[config.mk]
export PLATFORM = sky130hd
export DESIGN_NAME = vga_dither_out
export DESIGN_NICKNAME = d
export VERILOG_FILES = /design/src/rtl/vga_dither_out.sv
export SDC_FILE = /design/constraint.sdc
export NUM_CORES = 1
export LEC_CHECK = 0
export BUFFER_PORTS_ARGS = -buffer_cell sky130_fd_sc_hd__buf_2
export CAP_MARGIN = 20
export CORE_MARGIN = 2
export CORE_UTILIZATION = 45
export DETAILED_ROUTE_END_ITERATION = 6
export PLACE_DENSITY_LB_ADDON = 0.3
export SYNTH_ARGS = -nofsm -noshare
export SYNTH_HDL_FRONTEND = slang
export SYNTH_SLANG_ARGS = --single-unit
[constraint.sdc]
create_clock -name CLK_25MHZ -period 2.11 [get_ports CLK_25MHZ]
set_input_delay 0.3165 -clock CLK_25MHZ [delete_from_list [all_inputs] [get_ports CLK_25MHZ]]
set_output_delay 0.3165 -clock CLK_25MHZ [all_outputs]
set_load 0.005 [all_outputs]
[src/rtl/vga_dither_out.sv]
// VGA output stage: reduces per-channel colour depth by truncation or 2x2 Bayer dithering,
// blanks outside the active area, and delays syncs to match. Free-running, one pixel per clock, no handshake.
module vga_dither_out #(
  parameter int IN_BITS         = 8,
  parameter int OUT_BITS        = 4,
  parameter int MODE            = 1,
  parameter int SYNC_ACTIVE_LOW = 1
) (
  input  logic                CLK_25MHZ,
  input  logic                RESET,
  input  logic                IN_HSYNC,
  input  logic                IN_VSYNC,
  input  logic                IN_DE,
  input  logic [IN_BITS-1:0]  IN_RED,
  input  logic [IN_BITS-1:0]  IN_GREEN,
  input  logic [IN_BITS-1:0]  IN_BLUE,
  output logic                VGA_HSYNC,
  output logic                VGA_VSYNC,
  output logic [OUT_BITS-1:0] VGA_RED,
  output logic [OUT_BITS-1:0] VGA_GREEN,
  output logic [OUT_BITS-1:0] VGA_BLUE
);

  localparam int   D   = IN_BITS - OUT_BITS;
  localparam int   SH  = (D >= 2) ? D - 2 : 0;
  localparam logic POL = (SYNC_ACTIVE_LOW != 0);

  // Syncs are carried internally as active-high so every register resets to 0
  // while the pins still come out of reset inactive.
  logic hs_act, vs_act;
  assign hs_act = IN_HSYNC ^ POL;
  assign vs_act = IN_VSYNC ^ POL;

  logic vs_prev, de_prev, xp, yp, fp;
  logic vs_edge, de_fall;
  assign vs_edge = vs_act & ~vs_prev;
  assign de_fall = de_prev & ~IN_DE;

  always_ff @(posedge CLK_25MHZ or posedge RESET) begin
    if (RESET) begin
      vs_prev <= 1'b0;
      de_prev <= 1'b0;
      xp      <= 1'b0;
      yp      <= 1'b0;
      fp      <= 1'b0;
    end else begin
      vs_prev <= vs_act;
      de_prev <= IN_DE;
      xp      <= IN_DE ? ~xp : 1'b0;
      // The vsync clear takes priority over a coincident DE falling edge.
      if (vs_edge) begin
        yp <= 1'b0;
        fp <= ~fp;
      end else if (de_fall) begin
        yp <= ~yp;
      end
    end
  end

  logic               xi;
  logic [1:0]         b;
  logic [IN_BITS-1:0] t;

  always_comb begin
    xi = (MODE == 2) ? (xp ^ fp) : xp;
    case ({yp, xi})
      2'b00:   b = 2'd0;
      2'b01:   b = 2'd2;
      2'b10:   b = 2'd3;
      default: b = 2'd1;
    endcase
    t = '0;
    if (MODE != 0 && D >= 2)
      t = IN_BITS'(b) << SH;
    else if (MODE != 0 && D == 1)
      t = IN_BITS'(b >> 1);
  end

  // Keeps only the bits stage 2 needs: overflow bit plus the OUT_BITS result.
  function automatic logic [OUT_BITS:0] add_top(input logic [IN_BITS-1:0] c,
                                                input logic [IN_BITS-1:0] th);
    logic [IN_BITS:0] s;
    s = {1'b0, c} + {1'b0, th};
    return (OUT_BITS+1)'(s >> D);
  endfunction

  function automatic logic [OUT_BITS-1:0] reduce(input logic [OUT_BITS:0] top);
    return top[OUT_BITS] ? {OUT_BITS{1'b1}} : top[OUT_BITS-1:0];
  endfunction

  logic [OUT_BITS:0] top_r, top_g, top_b;
  logic              de1, hs1, vs1, hs2, vs2;

  always_ff @(posedge CLK_25MHZ or posedge RESET) begin
    if (RESET) begin
      top_r <= '0;
      top_g <= '0;
      top_b <= '0;
      de1   <= 1'b0;
      hs1   <= 1'b0;
      vs1   <= 1'b0;
    end else begin
      top_r <= add_top(IN_RED, t);
      top_g <= add_top(IN_GREEN, t);
      top_b <= add_top(IN_BLUE, t);
      de1   <= IN_DE;
      hs1   <= hs_act;
      vs1   <= vs_act;
    end
  end

  always_ff @(posedge CLK_25MHZ or posedge RESET) begin
    if (RESET) begin
      VGA_RED   <= '0;
      VGA_GREEN <= '0;
      VGA_BLUE  <= '0;
      hs2       <= 1'b0;
      vs2       <= 1'b0;
    end else begin
      VGA_RED   <= de1 ? reduce(top_r) : '0;
      VGA_GREEN <= de1 ? reduce(top_g) : '0;
      VGA_BLUE  <= de1 ? reduce(top_b) : '0;
      hs2       <= hs1;
      vs2       <= vs1;
    end
  end

  assign VGA_HSYNC = hs2 ^ POL;
  assign VGA_VSYNC = vs2 ^ POL;

endmodule

**Word level (Yosys, flattened, before mapping)**

Cells that the tools add are included.

- Add/sub/neg operators: 3
- Equal/unequal tests: 2
- Mux-type cells: 10
- Bitwise logic cells: 10
- Reduce and logical (&&, ||, !) cells: 2

Operator list:

| kind | count |
|---|---|
| adder 8 x 4 -> 9 bit | 3 |
| two-way mux 4 bit | 6 |
| inverter 1 bit | 8 |
| one-hot mux 2 bit (3 select lines) | 1 |
| two-way mux 1 bit | 3 |
| bitwise AND 1 bit | 2 |
| == test 2 x 1 -> 1 bit (second input constant) | 1 |
| == test 2 bit (second input constant) | 1 |
| logical NOT 2 bit | 1 |
| nonzero test 2 bit | 1 |

- Bits in registers: 34
- Input bits: 29
- Output and inout bits: 14
- Word-level logic and storage cells: 40

**Logic depth before layout (Yosys ltp)**

- Depth after elaboration: 4
- Mapped depth: 5
- Mapped depth without buffers: 5

**Least setup slack after synthesis**

No wires, ideal clock.

- Kind: register -> register
- Start: register yp
- End: register top_r[0]
- Setup time: 0.123 ns
- Data arrival time: 1.392 ns
- Data required time: 1.987 ns
- Setup slack: 0.595 ns
- Stages on the path, launching flop included: 5
- Buffers on the path: 1
- Clock period less this slack: 1.515 ns
- Path through: dfrtp_1 ha_1 buf_1 maj3_2 xnor2_1

- Longest elaborated chain between the ends: 3
- Elaborated cells on any way between the ends: 5
- Classes of those cells: add/sub: 1; eq/ne: 2; mux: 1; reduce/logical: 1

RTL lines:

| item | line | text |
|---|---|---|
| from (decl) | 34 | `logic vs_prev, de_prev, xp, yp, fp;` |
| from (signal assigned) | 55 | `yp <= ~yp;` |
| == test 2 bit (tied with other cells) | 66 | `case ({yp, xi})` |
| one-hot mux 2 bit (3 select lines) (*) | 66 |  |
| adder 8 x 4 -> 9 bit (*) | 83 | `s = {1'b0, c} + {1'b0, th};` |
| to (signal assigned) | 103 | `top_r <= add_top(IN_RED, t);` |
| to (decl) | 91 | `logic [OUT_BITS:0] top_r, top_g, top_b;` |

Mark *: on every way between the ends. The rest lies on a longest branch, timed or not.
A chain may end at the register's enable or synchronous reset.

**Worst setup path in the final report**

- Start: register yp
- End: register top_r[2]

The elaborated chain is that of the path after synthesis.

==> results.ini <==
[placement]
place_ws_ns = 0.504
port_buffers = 36
gp_routability_congestion = 0.838
dp_hpwl_mm = 1.81

[timing]
rsz0062_at_grt = no
finalCritPeriodShare_pct = 76.7
fmax_mhz = 618
hold_ws_ns = 0.0631
setup_tns_ns = 0
final-hold-violation-count = 0
worst_pin_slew_ns = 0.390
setup_violations = 0
worst_slack_ns = 0.492
finClkSkew_ns = 0.00628
relSlewSlack_pct = 74.0
min_period_ns = 1.62
drv_slew = 0

[setup_path]
rr_endpoint = top_r[2]$_DFF_PP0_
ff2ff_setup_slack_ns = 0.49
crit_fanout = 12
crit_chain = ha_1, maj3_2, o221ai_1
setup.worst_path.start = yp$_DFFE_PP0P_
endpoint = top_r[2]$_DFF_PP0_
slowest_delay_ns = 0.46
cp.arrival_ns = 1.84
cp.required_ns = 2.33
reg2reg_depth = 3
r2r-start = yp$_DFFE_PP0P_
startpoint_type = register
slowest_stage = ha_1
path_class = reg2reg
critPathCaptureType = register

[grt]
grt_usage_pct = 14.2
grt_use_met3_pct = 3.20
busiest_layer = met2
gr-usage-met1_pct = 18.2
grt_start_max_net_pins = 35
grt.met2_usage_pct = 22.7
grt_antenna_before_repair = 0
grt_pass1_vias = 913
gr-total-overflow = 0
grt_pass1_wl_mm = 3.83

[run_status]
status = completed

[detailed_routing]
firstDrtPassIters = 4
drt-initial-drc-count = 23
ant_nets = 0
vias = 1055
wirelength_mm = 2.44
drt-vias-per-instance = 5.05
drc = 0
wl_per_cell_um = 11.7

[die]
start_util_pct = 47.6
coreArea_sq_um = 3050
num_rows = 20
dieArea_sq_um = 3700
die_y_um = 60.8
fp.dieW_um = 60.8
num_io_pins = 43

[synth]
yosysTopAreaCell = dfrtp_1
synth_edf_count = 0
synth.avg_cell_area_sq_um = 11.7
synthXorXnorAreaFrac_pct = 2.41
synth_ff_type = dfrtp_1
ys_seq_area_share_pct = 58.6
async_reset_ff_share_pct = 100
post_synth_num_cell_types = 27
synth-seq-cells = 34
syn_nets = 155
synthMuxAreaShare_pct = 0
synthTopCellsByArea = dfrtp_1, o21a_1, o221ai_1
synth_fa_ha_area_share_pct = 4.05
synth_area_sq_um = 1450
synth_top_family_by_area = compound AO/OA/AOI/OAI gates
synth.top_cell.area_share_pct = 58.6
synthSimpleGateAreaFrac_pct = 11.6
syn_inst = 124
ys_warn_count = 0
synth_compound_area_share_pct = 20.0

[clock_tree]
cts-hold-fix-buffers = 0
cts_inserted_buffers = 5
cts_setup_buffers = 0
cts.sinks = 34
clock_path_buffers = 2
cts-root-buf = clkbuf_4
htreeDepth = 2
clk_latency_ns = 0.32
post_cts_resized = 0
cts_tree = built
clk_pin_slew_ns = 0.10

[run]
cap_violations = 0

[pwr]
p_total_mw = 1.39
ir_drop_mv = 0.320
cellLeakagePower_nw = 0.808
power.density_nw_per_um2 = 794

[layout]
syn_to_final_growth_pct = 20.1
fill_cells = 270
nets = 195
n_antenna_cell = 0
drive_above_1_share_pct = 32.1

[worst_hold_path]
hp-class = in2async

## flip-flops by register name, indices dropped and copies added, names as in the netlist
name / flops
hs2: 1
VGA_BLUE: 4
top_g: 5
hs1: 1
VGA_GREEN: 4
top_b: 5
yp: 1
de1: 1
top_r: 5
xi: 1
VGA_RED: 4
vs1: 1
vs2: 1
## cells in the final DEF (no fill, tap or decap), types with 2 or more instances in the layout
cell type  Yosys  routed
dfrtp_1       34      34
buf_2          0      36
o21ai_0        4       4
o22ai_1        3       3
inv_1          9       9
nor2_1         4       4
a211oi_1       3       3
nand2b_1       6       6
xnor2_1        4       4
nand4b_1       3       3
o21a_1        12      12
nand4_1        2       2
maj3_2         3       3
a21oi_1        3       3
ha_1           2       2
nand3_1        3       3
a21bo_2        3       3
nand3b_1       3       3
clkbuf_4       0       5
o211ai_1       2       2
o21ai_1        2       2
nand2_1        4       4
o221ai_1       6       6
nor2b_1        2       2
## synthesized netlist by cell type, types with 3 or more instances
library cell / instances
nand2_1: 4
xnor2_1: 4
nor2_1: 4
nand4b_1: 3
o21ai_0: 4
dfrtp_1: 34
inv_1: 9
o22ai_1: 3
o21a_1: 12
clkbuf_1: 3
a21oi_1: 3
a211oi_1: 3
nand2b_1: 6
a21bo_2: 3
maj3_2: 3
o221ai_1: 6
nand3b_1: 3
nand3_1: 3
## worst min-delay path by stage
| stage | startpoint | to | cells past startpoint |
|---|---|---|---|
| floorplan | hs1$_DFF_PP0_ | hs2$_DFF_PP0_ | 0 |
| global placement | hs1$_DFF_PP0_ | hs2$_DFF_PP0_ | 0 |
| detailed placement | hs1$_DFF_PP0_ | hs2$_DFF_PP0_ | 0 |
| CTS | RESET | top_b[4]$_DFF_PP0_ | 3 |
| global route | RESET | de1$_DFF_PP0_ | 3 |
| finish | RESET | de1$_DFF_PP0_ | 3 |
## report_power, final
part	switching (mW)	internal [mW]
Sequential	0.0289	0.727
Clock	0.199	0.160
Combinational	0.146	0.124
## metal layers
metal | wire, um | vias up
met5 | 0 | -
met4 | 25 | 0
met3 | 108 | 2
met2 | 1200 | 34
met1 | 1100 | 494
li1 | - | 525
## logic make-up (layout without fill, tap and decap cells)
group,after synthesis,in the layout
and+or+nand+nor,28,28
DFF,34,34
AOI/OAI and AO/OA,40,40
adders and majority gates,5,5
xor gates and xnor gates,4,4
buffers and inverters,13,54
## cell type report
class	instances	area, sq um	area share (%)
Clock buffer	6	51.3	2.94
Clock inverter	2	12.5	0.717
Inverter	9	33.8	1.94
Multi-Input combinational cell	77	553	31.7
Sequential cell	34	851	48.8
Tap cell	44	55.1	3.16
Timing Repair Buffer	37	188	10.8
## critical path, delay by kind of cell, from the launching register on
kind,cells,cell delay [ns]
DFF,1,0.43
AOI/OAI and AO/OA,1,0.22
adders and majority gates,2,0.87
## metrics by stage
step	cell area (sq um)	utilization (%)	cells
2_1_floorplan	1450	-	124
3_3_place_gp	1680	55.0	201
3_5_place_dp	1680	55.0	201
4_1_cts	1740	57.1	209
5_1_grt	1740	57.1	209
6_report	1740	57.1	209
(Power assumes the default switching activity.)
